File: src/rtl/npc_seq.sv
// npc_seq: multi-cycle fetch / exec / mem / write-back sequencer for the NPC core.
// Owns pc, the instruction register and the retire counter, and halts the core on
// ebreak, an unknown instruction, a misaligned next pc or a handshake timeout.
module npc_seq #(
  parameter logic [63:0] RESET_PC = 64'h8000_0000,
  parameter int unsigned TIMEOUT  = 255
) (
  input  logic        clk,
  input  logic        rst_n,
  output logic        if_req_valid,
  output logic [63:0] if_req_addr,
  input  logic        if_req_ready,
  input  logic        if_rsp_valid,
  input  logic [31:0] if_rsp_data,
  output logic [31:0] inst,
  input  logic        dec_load,
  input  logic        dec_store,
  input  logic        dec_ebreak,
  input  logic        dec_unknown,
  input  logic [63:0] next_pc,
  output logic        ls_req_valid,
  input  logic        ls_req_ready,
  input  logic        ls_rsp_valid,
  output logic        reg_wen_gate,
  output logic [63:0] pc,
  output logic        retire,
  output logic [63:0] instret,
  output logic        halted,
  output logic [1:0]  err_code
);

  localparam int unsigned XLEN  = 64;
  localparam int unsigned ILEN  = 32;
  localparam int unsigned CNT_W = (TIMEOUT < 2) ? 1 : $clog2(TIMEOUT + 1);

  localparam logic [ILEN-1:0]  NOP_INST = ILEN'(32'h0000_0013);
  localparam logic [CNT_W-1:0] TMO_LAST = CNT_W'(TIMEOUT - 1);
  localparam logic [CNT_W-1:0] TMO_MAX  = CNT_W'(TIMEOUT);

  localparam logic [1:0] ERR_NONE    = 2'd0;
  localparam logic [1:0] ERR_UNKNOWN = 2'd1;
  localparam logic [1:0] ERR_ALIGN   = 2'd2;
  localparam logic [1:0] ERR_TIMEOUT = 2'd3;

  typedef enum logic [2:0] {
    FETCH_REQ,
    FETCH_WAIT,
    EXEC,
    MEM_REQ,
    MEM_WAIT,
    WB,
    HALT
  } state_t;

  state_t           state_q, state_d;
  logic [CNT_W-1:0] tmo_q;
  logic             is_store_q;

  logic             inst_ld;
  logic             pc_ld;
  logic             cnt_inc;
  logic             retire_d;
  logic             store_set;
  logic             store_clr;
  logic             tmo_clr;
  logic             tmo_inc;
  logic [1:0]       err_d;

  // State register.
  always_ff @(posedge clk or negedge rst_n) begin
    if (!rst_n) begin
      state_q <= FETCH_REQ;
    end else begin
      state_q <= state_d;
    end
  end

  // Next-state and datapath-control decode.
  always_comb begin
    state_d   = state_q;
    inst_ld   = 1'b0;
    pc_ld     = 1'b0;
    cnt_inc   = 1'b0;
    retire_d  = 1'b0;
    store_set = 1'b0;
    store_clr = 1'b0;
    tmo_clr   = 1'b0;
    tmo_inc   = 1'b0;
    err_d     = err_code;

    case (state_q)
      FETCH_REQ: begin
        if (if_req_ready) begin
          state_d = FETCH_WAIT;
          tmo_clr = 1'b1;
        end
      end
      FETCH_WAIT: begin
        if (if_rsp_valid) begin
          inst_ld = 1'b1;
          state_d = EXEC;
        end else if (tmo_q == TMO_LAST) begin
          state_d = HALT;
          err_d   = ERR_TIMEOUT;
        end else begin
          tmo_inc = 1'b1;
        end
      end
      EXEC: begin
        if (dec_unknown) begin
          state_d = HALT;
          err_d   = ERR_UNKNOWN;
        end else if (dec_ebreak) begin
          retire_d = 1'b1;
          cnt_inc  = 1'b1;
          state_d  = HALT;
          err_d    = ERR_NONE;
        end else if (dec_load || dec_store) begin
          store_set = 1'b1;
          state_d   = MEM_REQ;
        end else begin
          state_d = WB;
        end
      end
      MEM_REQ: begin
        if (ls_req_ready) begin
          state_d = MEM_WAIT;
          tmo_clr = 1'b1;
        end
      end
      MEM_WAIT: begin
        if (ls_rsp_valid) begin
          state_d = WB;
        end else if (tmo_q == TMO_LAST) begin
          state_d = HALT;
          err_d   = ERR_TIMEOUT;
        end else begin
          tmo_inc = 1'b1;
        end
      end
      WB: begin
        cnt_inc   = 1'b1;
        pc_ld     = 1'b1;
        store_clr = 1'b1;
        if (next_pc[1:0] != 2'b00) begin
          state_d = HALT;
          err_d   = ERR_ALIGN;
        end else begin
          state_d = FETCH_REQ;
        end
      end
      HALT: begin
        state_d = HALT;
      end
      default: begin
        state_d = FETCH_REQ;
      end
    endcase

    // retire is registered, so it is raised for the cycle spent in WB
    if (state_d == WB) begin
      retire_d = 1'b1;
    end
  end

  // Architectural registers and handshake timeout counter.
  always_ff @(posedge clk or negedge rst_n) begin
    if (!rst_n) begin
      pc         <= RESET_PC;
      inst       <= NOP_INST;
      instret    <= '0;
      err_code   <= ERR_NONE;
      tmo_q      <= '0;
      is_store_q <= 1'b0;
      retire     <= 1'b0;
    end else begin
      retire   <= retire_d;
      err_code <= err_d;
      if (pc_ld) begin
        pc <= next_pc;
      end
      if (inst_ld) begin
        inst <= if_rsp_data;
      end
      if (cnt_inc) begin
        instret <= instret + XLEN'(1);
      end
      if (store_set) begin
        is_store_q <= dec_store;
      end else if (store_clr) begin
        is_store_q <= 1'b0;
      end
      if (tmo_clr) begin
        tmo_q <= '0;
      end else if (tmo_inc && (tmo_q != TMO_MAX)) begin
        tmo_q <= tmo_q + CNT_W'(1);
      end
    end
  end

  // Handshake and status outputs decoded from the state register; the fetch
  // request is masked while reset is held so every output reads its reset value.
  assign if_req_valid = rst_n && (state_q == FETCH_REQ);
  assign if_req_addr  = pc;
  assign ls_req_valid = (state_q == MEM_REQ);
  assign reg_wen_gate = (state_q == WB) && !is_store_q;
  assign halted       = (state_q == HALT);

endmodule

File: config.mk
export PLATFORM = sky130hd
export DESIGN_NAME = npc_seq
export DESIGN_NICKNAME = d
export VERILOG_FILES = /design/src/rtl/npc_seq.sv
export SDC_FILE = /design/constraint.sdc
export NUM_CORES = 1
export LEC_CHECK = 0
export ABC_AREA = 0
export CORE_ASPECT_RATIO = 0.75
export CORE_MARGIN = 2
export CORE_UTILIZATION = 47
export DETAILED_ROUTE_END_ITERATION = 12
export GPL_TIMING_DRIVEN = 0
export PLACE_DENSITY_LB_ADDON = 0.08
export SYNTH_ARGS = -nofsm -noshare
export SYNTH_HDL_FRONTEND = slang
export SYNTH_SLANG_ARGS = --single-unit
export TNS_END_PERCENT = 100
File: constraint.sdc
create_clock -name clk -period 3.9 [get_ports clk]
set_clock_uncertainty 0.05 [all_clocks]
set_input_delay 0.975 -clock clk [delete_from_list [all_inputs] [get_ports clk]]
set_output_delay 0.975 -clock clk [all_outputs]
set_load 0.03 [all_outputs]
==> impl_metrics.json, run 1 <==
{
  "grt_pass1_wl_um": 37700,
  "fin_crit_sh_pct": 92.6,
  "numCtsBuffers": 17,
  "final_area_um2": 12400,
  "netlist.area_leader.share_pct": 52.7,
  "start_util_pct": 48.1,
  "power_mw": 9.84,
  "yosys.area.top_type": "dfrtp_1",
  "ys_seq_elements": 175,
  "fin_cells": 1376,
  "dieArea_um2": 18400,
  "synth.area.top_cells": "dfrtp_1 53%, nand2_1 10%, buf_4 6.1%",
  "fp.dieH_um": 118,
  "ioPinCount": 337,
  "p_leak_nw": 5.75,
  "die_width_um": 156,
  "wirelength_um": 23800,
  "grt_use_total_pct": 26.6,
  "run_status": "finished, final reports clean",
  "yosysMostFrequentCell": "nand2_1",
  "fillers": 1263,
  "num_antenna_cells": 0,
  "cp-start-kind": "input pin",
  "rsz0062_at_grt": "false",
  "numPortBuffers": 336,
  "area_growth_pct": 52.3,
  "fin_crit_ns": 3.61,
  "num_rows": 41,
  "cts_sinks": 175,
  "holdCritPathClass": "in2async",
  "synthFlopType": "dfrtp_1",
  "synthCells": 791,
  "antenna_left": 0,
  "antenna_found_initial": 0,
  "clkLatencyLatePin_ns": 0.42,
  "core_um2": 16900,
  "synth-async-reset-ratio_pct": 100,
  "yosysWarningCount": 0,
  "vias": 6895,
  "synth_edf_count": 0,
  "setup.worst_path.class": "in2out",
  "hold_viol": 0,
  "fin_nets": 1257,
  "overflow": 0,
  "cp-end-kind": "output pin",
  "grt_max_degree": 61,
  "setup_viol": 0,
  "wl_per_cell_um": 17.3,
  "via_per_inst": 5.01,
  "critPathMaxFanout": 60,
  "slew_headroom_pct": 52.2,
  "drive_gt1_share_pct": 14.3,
  "max_freq_mhz": 277,
  "peakVddDrop_uv": 588,
  "dp_cells": 1343,
  "cp.required_ns": 2.87,
  "netlist_area_um2": 8120,
  "routabilityCongestion": 0.825,
  "firstDrtPassIters": 5,
  "clk_pin_slew_ns": 0.07,
  "holdWs_ns": 0.411,
  "drv_slew": 0,
  "tritoncts": "built",
  "tightest_slew_ns": 0.717,
  "clockBufferDepth": 2,
  "drt_iter0_drc": 483,
  "hpwl_um": 18000,
  "grt_pass1_vias": 7002,
  "placedInstanceArea_um2": 11800,
  "arrival_ns": 2.59,
  "synthDistinctLibCells": 56,
  "syn_avg_cell_area_um2": 10.3,
  "cts_max_level": 4,
  "root_buffer": "clkbuf_16",
  "drc": 0,
  "synth_common_cells": "226 x nand2_1, 171 x dfrtp_1, 66 x buf_4",
  "syn_nets": 900,
  "cap_viol_max_count": 0,
  "ys_seq_area_share_pct": 54.0,
  "p_per_area_nw_per_um2": 795
}
path summary, 6_finish.rpt:
kind	cells after the start	to	startpoint	slack [ns]
worst max-delay path	4	if_req_valid	rst_n	0.29
worst min-delay path	1	inst[17]	rst_n	0.41
worst max register to register	6	if_req_addr[48]	state_q[0]	1.67
worst min register to register	1	tmo_q[5]	tmo_q[5]	0.41
max in group asynchronous	2	if_req_addr[31]	rst_n	2.52
min in group clk	1	tmo_q[5]	tmo_q[5]	0.41
cells in the final DEF (no fill, tap or decap), types with 7 or more instances in the layout:
master / instances
clkdlybuf4s50_1: 335
nand2_1: 226
mux2_2: 34
inv_1: 11
a21oi_1: 11
nor2_1: 25
nand3_1: 26
dfrtp_1: 171
and3_1: 16
xnor2_1: 35
nor3_1: 16
clkbuf_16: 17
xor2_1: 31
clkbuf_1: 17
buf_2: 8
nand4_1: 19
nor4_1: 7
buf_4: 66
area by class of cell:
class | instances | area (µm²) | share of cell area [%]
flip-flops and latches | 175 | 4380 | 35.4
repair buffers | 338 | 3430 | 27.7
multi-input cells | 513 | 3090 | 25.0
plain buffers | 92 | 603 | 4.88
clock buffers | 24 | 492 | 3.98
well taps | 215 | 269 | 2.18
clock inverters | 8 | 57.6 | 0.465
inverters | 11 | 41.3 | 0.334
stage by stage:
step | setup slack [ns] | TNS, ns | utilization [%]
6_report | 0.288 | 0 | 73.3
5_1_grt | 0.119 | 0 | 73.3
4_1_cts | 0.205 | 0 | 73.3
3_5_place_dp | -0.0140 | -0.0140 | 69.8
3_3_place_gp | -5.92 | -963.75 | 69.6
2_1_floorplan | 1.55 | 0 | -
cell families (layout without fill, tap and decap cells):
| logic type | after synthesis | in the layout | share of synthesized area [%] |
|---|---|---|---|
| mux | 38 | 38 | 5.21 |
| flops | 175 | 175 | 54.0 |
| xor+xnor | 67 | 67 | 7.32 |
| simple gates | 375 | 375 | 22.5 |
| fa+ha+maj | 3 | 3 | 0.462 |
| compound gates | 30 | 30 | 2.62 |
| buf+inv | 103 | 473 | 7.93 |
power by group:
group	switching (mW)	internal (mW)	total [mW]
Clock	0.710	0.885	1.59
Sequential	0.451	2.40	2.85
Combinational	3.03	2.37	5.39
worst max-delay path, stage by stage:
cell and delay (ns):
buf_8 0.35, buf_16 0.31, and3_1 0.21, clkdlybuf4s50_1 0.70
state kept, by name, indices dropped and copies added, names as in the netlist:
name,cells
state_q,3
inst,32
is_store_q,1
retire,1
instret,64
err_code,2
if_req_addr,64
tmo_q,8
what timing repair did:
item / in CTS / in global routing
setup buffers: 0 / 0
gates resized for setup: 0 / 0
hold buffers: 0 / 0
endpoints found under the setup margin: 1 / 0
metal layers:
metal | track usage (%) | up-vias | part of all wire [%] | wire [µm]
met5 | 0 | - | 0 | 0
met4 | 8.08 | 0 | 1.8 | 429
met3 | 7.44 | 27 | 7.4 | 1760
met2 | 43.6 | 260 | 49 | 11600
met1 | 34.4 | 3334 | 42 | 10100
li1 | - | 3274 | - | -
(Power assumes the default switching activity.)
==> inputs of run 2 (changes only) <==
SKIP_LAST_GASP = 1   (was default)
==> results of run 2 <==
Same layout as run 1: the final DEF is identical, and so are final timing and power.
==> inputs of run 3 (changes only) <==
CORE_AREA = 2 2 130 132   (was default)
CORE_ASPECT_RATIO = default   (was 0.75)
CORE_MARGIN = default   (was 2)
CORE_UTILIZATION = default   (was 47)
DIE_AREA = 0 0 132 134   (was default)
DONT_BUFFER_PORTS = 1   (was default)
SETUP_SLACK_MARGIN = 0.15   (was default)
==> impl_metrics.json, run 3 (synthesized netlist as in run 1, its figures left out) <==
{
  "run_status": "finished, final reports clean",
  "clkLatencyLatePin_ns": 0.43,
  "drv_slew": 0,
  "max_freq_mhz": 323,
  "mostFrequentLayoutCells": "226 x nand2_1, 171 x dfrtp_1, 66 x buf_4",
  "tns_ns": 0,
  "num_antenna_cells": 0,
  "cap_viol_max_count": 0,
  "grt_use_total_pct": 23.3,
  "clk_pin_slew_ns": 0.07,
  "fillers": 1450,
  "combPwrFrac_pct": 29.7,
  "cts_resized": 0,
  "routabilityCongestion": 0.877,
  "core_um2": 16300,
  "multiInputGateArea_um2": 3090,
  "rsz0062_at_grt": "false",
  "vias": 5624,
  "fin_crit_ns": 3.10,
  "via_per_inst": 5.39,
  "p_leak_nw": 4.48,
  "fin_crit_sh_pct": 79.4,
  "firstDrtPassIters": 5,
  "area_growth_pct": 11.0,
  "grt_pass1_wl_um": 31900,
  "layout_commonest_cell": "nand2_1",
  "tightest_slew_ns": 0.737,
  "cp.required_ns": 2.87,
  "switchingPower_mw": 3.92,
  "fp.dieH_um": 134,
  "fin_nets": 919,
  "holdCritPathClass": "in2async",
  "peakVddDrop_uv": 433,
  "drive_gt1_share_pct": 20.2,
  "numPortBuffers": 0,
  "tritoncts": "built",
  "arrival_ns": 2.07,
  "wl_per_cell_um": 19.5,
  "antenna_left": 0,
  "dieArea_um2": 17700,
  "cp-end-kind": "output pin",
  "cp-start-kind": "flop",
  "antenna_found_initial": 0,
  "cts_max_level": 4,
  "slew_headroom_pct": 50.9,
  "grt_pass1_vias": 5641,
  "numCtsBuffers": 17,
  "power_frac_clock_pct": 21.6,
  "setup_viol": 0,
  "critPathMaxFanout": 10,
  "cts_sinks": 175,
  "p_int_mw": 4.32,
  "wirelength_um": 20400,
  "r2r_setup_slack_ns": 1.46,
  "ctsHoldBuffers": 0,
  "power_mw": 8.24,
  "die_width_um": 132,
  "num_rows": 47,
  "p_per_area_nw_per_um2": 914,
  "grt_max_degree": 177,
  "start_util_pct": 49.9,
  "hold_viol": 0,
  "ioPinCount": 337,
  "root_buffer": "clkbuf_16",
  "setup.worst_path.class": "reg2out",
  "register_area_um2": 4380,
  "pwr-share-seq_pct": 48.7,
  "sw_frac_of_total_pct": 47.5,
  "drt_iter0_drc": 344,
  "drc": 0,
  "clockBufferDepth": 2,
  "cts_setup_buffers": 0,
  "hpwl_um": 15200,
  "overflow": 0
}
run 3: changes by cell type in the layout (fill, tap and decap cells not counted), moves of 3 or more:
cell / delta
bufinv_16: +3
clkbuf_1: -3
clkbuf_8: -3
clkdlybuf4s50_1: -335
clkinv_4: -3
inv_6: +5
run 3: critical path: stages, from the launching register on:
cell,delay (ns)
dfrtp_1,0.40
buf_2,0.26
nand3b_4,0.19
clkbuf_1,0.28
nor2_1,0.52
run 3: path summary, 6_finish.rpt:
path / cells after the start / end / start
worst max-delay path: 4 / reg_wen_gate / state_q[2]
worst min-delay path: 0 / instret[38] / rst_n
worst max register to register: 5 / instret[63] / instret[26]
worst min register to register: 1 / tmo_q[5] / tmo_q[5]
max in group asynchronous: 0 / inst[0] / rst_n
min in group clk: 1 / tmo_q[5] / tmo_q[5]
run 3: final cells by class:
| class | count | area share [%] |
|---|---|---|
| clock inverter | 14 | 1.96 |
| multi-input combinational | 513 | 34.3 |
| sequential | 175 | 48.6 |
| buffer | 92 | 6.69 |
| clock buffer | 18 | 4.87 |
| tap | 220 | 3.05 |
| inverter | 11 | 0.458 |
run 3: metal layers:
layer  GRT usage (%)  share of wire (%)  vias to the layer above  wire length, µm
li1                -                  -                     2605                -
met1            27.3                 38                     2727             7840
met2            38.2                 50                      261            10200
met3            10.4                9.7                       31             1980
met4            7.97                1.9                        0              391
met5               0                  0                        -                0
run 3: per-stage QoR:
| stage | hold slack (ns) | cells | util [%] | cell area, µm² | setup slack [ns] |
|---|---|---|---|---|---|
| 3_5_place_dp | 0.426 | 1011 | 51.5 | 8400 | 1.24 |
| 5_1_grt | 0.162 | 1043 | 55.3 | 9010 | 0.640 |
| 4_1_cts | 0.171 | 1043 | 55.3 | 9010 | 0.773 |
| 6_report | 0.190 | 1043 | 55.3 | 9010 | 0.803 |
| 2_1_floorplan | 0.388 | 791 | - | 8120 | 1.55 |
| 3_3_place_gp | 0.413 | 1011 | 51.5 | 8400 | 1.25 |
run 3: power groups by stage:
| stage | clock, mW | sequential [mW] | combinational, mW |
|---|---|---|---|
| after global routing | 1.91 | 4.09 | 2.65 |
| after floorplan | 0 | 3.82 | 2.14 |
| after CTS | 1.82 | 4.02 | 2.47 |
| final | 1.78 | 4.01 | 2.45 |
| after detailed placement | 0 | 4.04 | 2.47 |
| after global placement | 0 | 4.04 | 2.42 |
